===== config.mk =====
export PLATFORM = sky130hd
export DESIGN_NAME = mem_resp_queue
export DESIGN_NICKNAME = d
export VERILOG_FILES = /design/src/rtl/mem_pkg.sv /design/src/rtl/mem_load_align.sv /design/src/rtl/mem_resp_queue.sv
export SDC_FILE = /design/constraint.sdc
export NUM_CORES = 1
export LEC_CHECK = 0
export ABC_AREA = 1
export CAP_MARGIN = 20
export CELL_PAD_IN_SITES_DETAIL_PLACEMENT = 0
export CELL_PAD_IN_SITES_GLOBAL_PLACEMENT = 2
export CORE_MARGIN = 2
export CORE_UTILIZATION = 34
export CTS_CLUSTER_SIZE = 25
export DETAILED_ROUTE_END_ITERATION = 12
export GPL_TIMING_DRIVEN = 0
export MAX_ROUTING_LAYER = met4
export PLACE_DENSITY_LB_ADDON = 0.1
export RECOVER_POWER = 25
export SLEW_MARGIN = 10
export SYNTH_ARGS = -nofsm -noshare
export SYNTH_HDL_FRONTEND = slang
export SYNTH_SLANG_ARGS = --single-unit

===== constraint.sdc =====
create_clock -name clk -period 9.1 [get_ports clk]
set_input_delay 0.91 -clock clk [delete_from_list [all_inputs] [get_ports clk]]
set_output_delay 0.91 -clock clk [all_outputs]
set_load 0.02 [all_outputs]

===== src/rtl/mem_pkg.sv =====
// Shared definitions for the memory-stage response tracker.
package mem_pkg;

  // Load/store type encodings carried with each tracked request.
  localparam logic [2:0] LD_ST = 3'd0;
  localparam logic [2:0] LD_W  = 3'd1;
  localparam logic [2:0] LD_B  = 3'd2;
  localparam logic [2:0] LD_H  = 3'd3;
  localparam logic [2:0] LD_BU = 3'd4;
  localparam logic [2:0] LD_HU = 3'd5;

  // Default data-bus width.
  localparam int DATA_W_DEF = 32;

  // Per-entry progress: waiting for bus data, or result captured.
  typedef enum logic {
    PEND = 1'b0,
    DONE = 1'b1
  } ent_state_e;

endpackage


===== src/rtl/mem_load_align.sv =====
// Combinational load formatter: picks the byte/half/word lane addressed by
// addr_lo out of the raw bus data and sign- or zero-extends it to 32 bits.
module mem_load_align
  import mem_pkg::*;
#(
  parameter  int DATA_W = DATA_W_DEF,
  localparam int ALSB   = $clog2(DATA_W / 8)
) (
  input  logic [2:0]        ld_type,
  input  logic [ALSB-1:0]   addr_lo,
  input  logic [DATA_W-1:0] rdata,
  output logic [31:0]       result
);

  logic [7:0]  byte_v;
  logic [15:0] half_v;
  logic [31:0] word_v;

  assign byte_v = rdata[{addr_lo, 3'b000} +: 8];
  assign half_v = rdata[{addr_lo[ALSB-1:1], 4'b0000} +: 16];

  // A 64-bit bus carries two words; a 32-bit bus carries exactly one.
  if (DATA_W == 32) begin : g_word32
    assign word_v = rdata[31:0];
  end else begin : g_word64
    assign word_v = rdata[{addr_lo[ALSB-1:2], 5'b00000} +: 32];
  end

  // Extend the selected lane according to the load type; stores give zero.
  always_comb begin
    // NOTE: default assignment first so no path leaves result unassigned (no latch).
    result = '0;
    case (ld_type)
      LD_W:    result = word_v;
      LD_B:    result = {{24{byte_v[7]}}, byte_v};
      LD_H:    result = {{16{half_v[15]}}, half_v};
      LD_BU:   result = {24'd0, byte_v};
      LD_HU:   result = {16'd0, half_v};
      default: result = '0;
    endcase
  end

endmodule


===== src/rtl/mem_resp_queue.sv =====
// In-order tracker for outstanding data-bus transactions. Entries are
// allocated on request, filled in order as bus data returns, and popped at
// the head by writeback. A flush converts every still-pending transaction
// into a drop credit so late bus responses are silently discarded.
module mem_resp_queue
  import mem_pkg::*;
#(
  parameter  int DEPTH  = 4,
  parameter  int DATA_W = DATA_W_DEF,
  localparam int ALSB   = $clog2(DATA_W / 8),
  localparam int CW     = $clog2(DEPTH + 1),
  localparam int PW     = $clog2(DEPTH)
) (
  input  logic              clk,
  input  logic              reset,
  input  logic              req_fire,
  input  logic [2:0]        req_ld_type,
  input  logic [ALSB-1:0]   req_addr_lo,
  output logic              req_ready,
  input  logic              data_ok,
  input  logic [DATA_W-1:0] rdata,
  input  logic              flush,
  output logic              resp_valid,
  input  logic              resp_ready,
  output logic [31:0]       resp_data,
  output logic              resp_is_load,
  output logic [CW-1:0]     outstanding,
  output logic              busy
);

  // Control state.
  logic [PW-1:0]  wr_ptr_q, wr_ptr_d;
  logic [PW-1:0]  rsp_ptr_q, rsp_ptr_d;
  logic [PW-1:0]  rd_ptr_q, rd_ptr_d;
  logic [CW-1:0]  occ_q, occ_d;
  logic [CW-1:0]  drop_q, drop_d;
  logic [DEPTH-1:0] vld_q, vld_d;
  ent_state_e     state_q [DEPTH];
  ent_state_e     state_d [DEPTH];

  // Entry payload.
  logic [2:0]      ld_type_q [DEPTH];
  logic [ALSB-1:0] addr_q    [DEPTH];
  logic [31:0]     result_q  [DEPTH];

  logic        fire_ok, drop_hit, pend_hit, pop;
  logic [CW-1:0] pend_cnt;
  logic [31:0] align_result;

  assign req_ready = ({1'b0, occ_q} + {1'b0, drop_q}) < (CW + 1)'(DEPTH);
  assign fire_ok   = req_fire & req_ready;
  assign drop_hit  = data_ok & (drop_q != '0);
  assign pend_hit  = data_ok & (drop_q == '0) & vld_q[rsp_ptr_q] &
                     (state_q[rsp_ptr_q] == PEND);
  assign pop       = resp_valid & resp_ready;

  // Count allocated entries still waiting for bus data.
  always_comb begin
    pend_cnt = '0;
    for (int i = 0; i < DEPTH; i++) begin
      if (vld_q[i] && state_q[i] == PEND) pend_cnt = pend_cnt + 1'b1;
    end
  end

  mem_load_align #(.DATA_W(DATA_W)) u_align (
    .ld_type (ld_type_q[rsp_ptr_q]),
    .addr_lo (addr_q[rsp_ptr_q]),
    .rdata   (rdata),
    .result  (align_result)
  );

  // Next-state for pointers, counters and entry states; flush overrides all.
  always_comb begin
    wr_ptr_d  = wr_ptr_q;
    rsp_ptr_d = rsp_ptr_q;
    rd_ptr_d  = rd_ptr_q;
    occ_d     = CW'(occ_q + CW'(fire_ok) - CW'(pop));
    drop_d    = CW'(drop_q - CW'(drop_hit));
    vld_d     = vld_q;
    state_d   = state_q;
    if (pend_hit) begin
      state_d[rsp_ptr_q] = DONE;
      rsp_ptr_d          = rsp_ptr_q + 1'b1;
    end
    if (fire_ok) begin
      vld_d[wr_ptr_q]   = 1'b1;
      state_d[wr_ptr_q] = PEND;
      wr_ptr_d          = wr_ptr_q + 1'b1;
    end
    if (pop) begin
      vld_d[rd_ptr_q] = 1'b0;
      rd_ptr_d        = rd_ptr_q + 1'b1;
    end
    if (flush) begin
      wr_ptr_d  = '0;
      rsp_ptr_d = '0;
      rd_ptr_d  = '0;
      occ_d     = '0;
      vld_d     = '0;
      for (int i = 0; i < DEPTH; i++) state_d[i] = PEND;
      drop_d = CW'(drop_q - CW'(drop_hit) + pend_cnt + CW'(fire_ok) - CW'(pend_hit));
    end
  end

  // Control registers with synchronous reset.
  always_ff @(posedge clk) begin
    // NOTE: non-blocking assignments for all clocked state.
    if (reset) begin
      wr_ptr_q  <= '0;
      rsp_ptr_q <= '0;
      rd_ptr_q  <= '0;
      occ_q     <= '0;
      drop_q    <= '0;
      vld_q     <= '0;
      for (int i = 0; i < DEPTH; i++) state_q[i] <= PEND;
    end else begin
      wr_ptr_q  <= wr_ptr_d;
      rsp_ptr_q <= rsp_ptr_d;
      rd_ptr_q  <= rd_ptr_d;
      occ_q     <= occ_d;
      drop_q    <= drop_d;
      vld_q     <= vld_d;
      state_q   <= state_d;
    end
  end

  // Payload capture on allocation and on in-order data return.
  always_ff @(posedge clk) begin
    // NOTE: payload storage is not reset; it is only observed through vld_q/state_q.
    if (fire_ok) begin
      ld_type_q[wr_ptr_q] <= req_ld_type;
      addr_q[wr_ptr_q]    <= req_addr_lo;
    end
    if (pend_hit) result_q[rsp_ptr_q] <= align_result;
  end

  assign resp_valid   = vld_q[rd_ptr_q] & (state_q[rd_ptr_q] == DONE);
  assign resp_data    = resp_valid ? result_q[rd_ptr_q] : 32'd0;
  assign resp_is_load = resp_valid & (ld_type_q[rd_ptr_q] != LD_ST);
  assign outstanding  = CW'(pend_cnt + drop_q);
  assign busy         = (occ_q != '0) | (drop_q != '0);

  // Protocol checks: no request while full, no response with nothing owed.
  a_req_when_ready : assert property (@(posedge clk) disable iff (reset)
    req_fire |-> req_ready);
  a_data_when_owed : assert property (@(posedge clk) disable iff (reset)
    data_ok |-> (drop_q != '0 || (vld_q[rsp_ptr_q] && state_q[rsp_ptr_q] == PEND)));

endmodule


==> results of run 1 <==
-- metrics by stage --
stage	cell area [µm²]	hold WS [ns]	setup WS, ns	utilization	power, mW
after floorplan	8460	0.464	5.59	-	1.19
after global placement	9680	0.515	3.83	0.397	1.32
after detailed placement	9790	0.516	5.00	0.401	1.33
after CTS	10300	0.526	4.53	0.424	2.01
after global routing	10300	0.560	4.36	0.421	2.08
final	10300	0.524	4.59	0.421	1.98
-- logic make-up (layout without fill, tap and decap cells) --
logic type	Yosys count	in the layout	synth area share
buffers and inverters	114	231	0.0602
XOR/XNOR	6	6	0.00621
flip-flops	172	172	0.582
AND/OR/NAND/NOR	408	408	0.227
adder cells (fa/ha/maj)	28	28	0.0449
AO/OA/AOI/OAI	135	135	0.0800
-- registers in the layout, summed over array words and instances (netlist names), named ones only --
name	flops
result_q	128
occ_q	3
rsp_ptr_q	2
state_q	4
ld_type_q	12
vld_q	4
addr_q	8
wr_ptr_q	2
rd_ptr_q	2
drop_q	3
-- Yosys cell counts (all sizes together) --
cell	n
edfxtp	148
fa	4
and2	1
nor3	2
inv	76
nand3b	2
or2	2
nor2	171
xor2	5
dfxtp	24
ha	24
buf	16
nand2	148
xnor2	1
clkbuf	21
a21oi	47
o21ai	87
nand3	80
nand4	1
a31oi	1
nor4	1
clkinv	1
-- final cells by class --
| type | instances | area [µm²] |
|---|---|---|
| Tap cell | 324 | 405 |
| Sequential cell | 172 | 4920 |
| Clock inverter | 14 | 125 |
| Buffer | 37 | 188 |
| Timing Repair Buffer | 85 | 891 |
| Fill cell | 2490 | 14100 |
| Inverter | 77 | 289 |
| Clock buffer | 18 | 429 |
| Multi-Input combinational cell | 577 | 3010 |
-- metal layers --
layer  track usage  routed length [µm]  up-vias
li1              -                   -     3107
met1         0.250               10800     2849
met2         0.307               11300      128
met3        0.0304                 819       17
met4        0.0451                 319        0
met5             -                   0        -
-- report_power, final --
part           internal [mW]  leakage [nW]  switching, mW
sequential             0.918          1.54         0.0136
clock                  0.361         0.266          0.327
combinational          0.127          2.16          0.235
total                   1.41          3.97          0.575
-- worst max-delay path by stage --
stage                                startpoint                         to  slack [ns]  cells after the start
after detailed placement  state_q[3]$_SDFF_PP0_             outstanding[2]        5.00                     14
after global routing      state_q[3]$_SDFF_PP0_             outstanding[2]        4.36                     14
after floorplan           state_q[3]$_SDFF_PP0_             outstanding[2]        5.59                     13
after CTS                 state_q[3]$_SDFF_PP0_             outstanding[2]        4.53                     14
after global placement                  data_ok  result_q[2][23]$_DFFE_PP_        3.83                      7
final                     state_q[3]$_SDFF_PP0_             outstanding[2]        4.59                     14
-- tightest hold or removal path: cells and delay by family (launching register included) --
family	cells	cell delay, ns
AND/OR/NAND/NOR	2	0.15
flip-flops	1	0.34
==> metrics, run 1 <==
DP HPWL 17000 µm; Post-CTS Repair Setup Buffers 0; Worst-Margin Slew 0.753 ns; worst IR drop on VDD 0.109 mV; syn_area_per_cell 9.81 µm²; MaxCap Viol Count 0; GRT Overall Usage 0.189; Die Area 26200 µm²; delay-heaviest family, CP adder cells; Mapped Area 8460 µm²; total grt overflow 0; Clock Latency Late Sink 0.42 ns; largest net degree at the start of global routing 23; TritonRoute pass-1 iters 7; number of gates resized after cts 0; Fin. Hold Viols 0; non-filler cells, final 1304; ranking of synthesized cells by area edfxtp_1 (53%), nor2_1 (7.5%), nand2_1 (5.9%); Via density 4.68; sequential-to-total area share from yosys stat 0.582; hold crit path type reg2reg; crit path time final 4.51 ns; Syn Inst Count 863; fin nets 1038; row cnt 57; # IOs 82; Setup-failing EPs final 0; RSZ-0062 raised after global routing false; setup TNS 0 ns; Core ar. 24400 µm²; RePlAce Congestion 0.789; crit-path max cell delay 0.62 ns; first-pass GRT wire length 35500 µm; hold_buf cts 0; H-tree depth 4; slowest CP cell clkdlybuf4s50_1; hold path startpoint state_q[1]$_SDFF_PP0_; area leader, netlist edfxtp_1; Min-Delay Endpoint state_q[1]$_SDFF_PP0_; kind of critical path reg2out; number of global-route vias before repair 5915; #FFs+latches synth 172; CTS sink count 172; Synth warnings 0; Cells after DPL 1272; # DRC 0; Cell Pwr Density 193 nW/µm²; fin crit share 0.495; Buffers on Ports 81; initial antenna violation count 0; clock buffer depth 2; P&R area growth vs syn 21.2%; Arr. time, crit path 3.60 ns; layout cells sized above 1 0.0867; critical path buffer and inverter count 5; hold depth 2; clock slew at reported path FFs 0.07 ns; FF-to-FF setup slack 5.64 ns; fin. max-slew vios 0; crit-path max FO 3; top-area cell type share of the netlist area 0.525; Reg2Reg Depth 20; Pleak 3.97 nW; syn nets 934; Final Skew 0.0109 ns; Synth cell types 34; status complete, no violations; detailed router's first-iteration violation count 425; reg-to-reg critical path endpoint drop_q[2]$_SDFF_PP0_; CP cell instances inv_1 > nand2_1 > inv_1 > ha_1 > or2_2 > nand2_1 > inv_1 > ha_1 > inv_1 > o21ai_0 > fa_1 > xnor2_1 > xor2_1 > clkdlybuf4s50_1; wirelength, routed 23200 µm; most frequent cells in the layout nor2_1 (166), edfxtp_1 (148), nand2_1 (135); CP endpoint kind output pin; initial core utilization 0.347; Max Freq 222 MHz; Critical R2R Launch state_q[3]$_SDFF_PP0_; n_diodes 0; CP startpoint kind register; Antenna Nets Post-Route 0; CTS buffer count 17; CTS Root Cell clkbuf_16; WL/cell 17.8 µm; critical path required time 8.19 ns; most used cell, CP inv_1; TritonCTS clock tree done; Slew HR 0.498; vias after detailed routing 6101; Die Ht 162 µm; die width 162 µm; commonest non-fill, non-tap cell in the layout nor2_1
No activity file was read; power rests on OpenSTA's default activity.
==> run 2: changes to the inputs <==
==> constraint.sdc (replaced) <==
create_clock -name clk -period 4.2 [get_ports clk]
set_input_delay 0.42 -clock clk [delete_from_list [all_inputs] [get_ports clk]]
set_output_delay 0.42 -clock clk [all_outputs]
set_load 0.02 [all_outputs]
==> run 2 against run 1 <==
  * Register-to-register slack got worse by 4.9 ns
  * Sequential share of layout area increased by 0.18 points
  * Total power increased by 120%
  * Hold slack got worse by 0.0019 ns
  * First-iteration DRC count decreased by 7.1%
  * Core utilization decreased by 0.15 points
  * Global-route usage unchanged
==> metrics, run 2 (synthesized netlist as in run 1, its figures left out) <==
DP HPWL 17000 µm (unchanged); most frequent cells in the layout nor2_1 (166), edfxtp_1 (148), nand2_1 (136); first-pass GRT wire length 35500 µm (unchanged); Worst-Margin Slew 0.726 ns (-0.0271 ns); Max Freq 262 MHz; detailed router's first-iteration violation count 395 (-7.1%); max reg flops 128 (unchanged); hold crit path type reg2reg; # DRC 0 (unchanged); placed instance area 9790 µm² (unchanged); clock slew at reported path FFs 0.07 ns (about the same); CP endpoint kind output pin; crit path time final 3.82 ns; Die Ht 162 µm (unchanged); WL/cell 17.8 µm (+0.24%); fin. max-slew vios 0 (unchanged); MaxCap Viol Count 0 (unchanged); crit-path max FO 3 (unchanged); fin nets 1038 (unchanged); CP startpoint kind register; Buffers on Ports 81 (unchanged); FF-to-FF setup slack 0.72 ns (-4.92 ns); Die Area 26200 µm² (unchanged); largest net degree at the start of global routing 23 (unchanged); Via density 4.65 (-0.69%); post-route cell area 10200 µm² (-0.37%); Post-CTS Repair Setup Buffers 0 (unchanged); layout cells sized above 1 0.0847 (-0.00204); commonest non-fill, non-tap cell in the layout nor2_1; row cnt 57 (unchanged); Arr. time, crit path 3.40 ns (-0.20 ns); die width 162 µm (unchanged); initial core utilization 0.347 (unchanged); Cells after DPL 1272 (unchanged); worst IR drop on VDD 0.237 mV (+120%); RePlAce Congestion 0.789 (unchanged); Core ar. 24400 µm² (unchanged); # IOs 82 (unchanged); TritonRoute pass-1 iters 5 (-2); CTS Root Cell clkbuf_16; Final Skew 0.0112 ns (+0.000329 ns); n_diodes 0 (unchanged); GRT Overall Usage 0.189 (unchanged); total grt overflow 0 (unchanged); Fin. Hold Viols 0 (unchanged); Clock Latency Late Sink 0.43 ns (about the same); non-filler cells, final 1304 (unchanged); RSZ-0062 raised after global routing false; H-tree depth 4 (unchanged); Largest regs result_q x128, ld_type_q x12, addr_q x8; Antenna Nets Post-Route 0 (unchanged); number of global-route vias before repair 5915 (unchanged); fin crit share 0.910; critical path required time 3.78 ns (-4.41 ns); clock buffer depth 2 (unchanged); Hold Slack 0.522 ns (-0.00185 ns); status complete, no violations; Pleak 3.96 nW (-0.28%); TritonCTS clock tree done; vias after detailed routing 6059 (-0.69%); Cell Pwr Density 419 nW/µm² (+120%); largest register by flop count result_q; kind of critical path reg2out; CTS sink count 172 (unchanged); wirelength, routed 23200 µm (+0.24%); CTS buffer count 17 (unchanged); initial antenna violation count 0 (unchanged); P&R area growth vs syn 20.8%; Slew HR 0.516 (+0.0181); Setup-failing EPs final 0 (unchanged); hold_buf cts 0 (unchanged)
## run 2: worst paths after layout
kind | start | to | cells past startpoint
worst max register to register | state_q[3]$_SDFF_PP0_ | drop_q[2]$_SDFF_PP0_ | 20
worst min register to register | state_q[1]$_SDFF_PP0_ | state_q[1]$_SDFF_PP0_ | 2
worst max-delay path | state_q[3]$_SDFF_PP0_ | outstanding[1] | 12
worst min-delay path | state_q[1]$_SDFF_PP0_ | state_q[1]$_SDFF_PP0_ | 2
## run 2: cell type report
class | instances | area, µm²
multi-input combinational | 577 | 2970
fill | 2499 | 14200
clock buffer | 18 | 429
timing repair buffer | 85 | 893
tap | 324 | 405
sequential | 172 | 4920
inverter | 77 | 289
buffer | 37 | 184
clock inverter | 14 | 125
## run 2: power breakdown
group          switching [mW]  internal (mW)
Sequential             0.0293           1.99
Clock                   0.711          0.782
Combinational           0.502          0.269
Total                    1.24           3.04
## run 2: layer usage
metal / wire length [µm] / GRT usage / vias to the layer above / part of all wire
met5: 0 / - / - / 0
met4: 320 / 0.0451 / 0 / 0.014
met3: 746 / 0.0304 / 18 / 0.032
met2: 11200 / 0.307 / 119 / 0.48
met1: 11000 / 0.250 / 2818 / 0.47
li1: - / - / 3104 / -
## run 2: worst max-delay path, stage by stage, from the launching register on
cell	delay, ns
dfxtp_1	0.38
inv_1	0.07
nand2_1	0.10
inv_1	0.05
ha_1	0.31
or2_2	0.29
nand2_1	0.09
inv_1	0.05
ha_1	0.26
inv_1	0.03
o21ai_0	0.29
fa_1	0.48
clkdlybuf4s50_1	0.57
## run 2: metrics by stage
stage	setup WS [ns]	utilization	TNS, ns	total power, mW
after floorplan	1.04	-	0	2.58
after global placement	-0.577	0.397	-55.46	2.87
after detailed placement	0.586	0.401	0	2.87
after CTS	0.116	0.424	0	4.36
after global routing	0.188	0.419	0	4.49
final	0.380	0.419	0	4.28
## run 2: timing repair
item	4_1_cts	5_1_grt
endpoints found under the setup margin	0	1
hold endpoints to repair	0	0
resized for setup	0	1
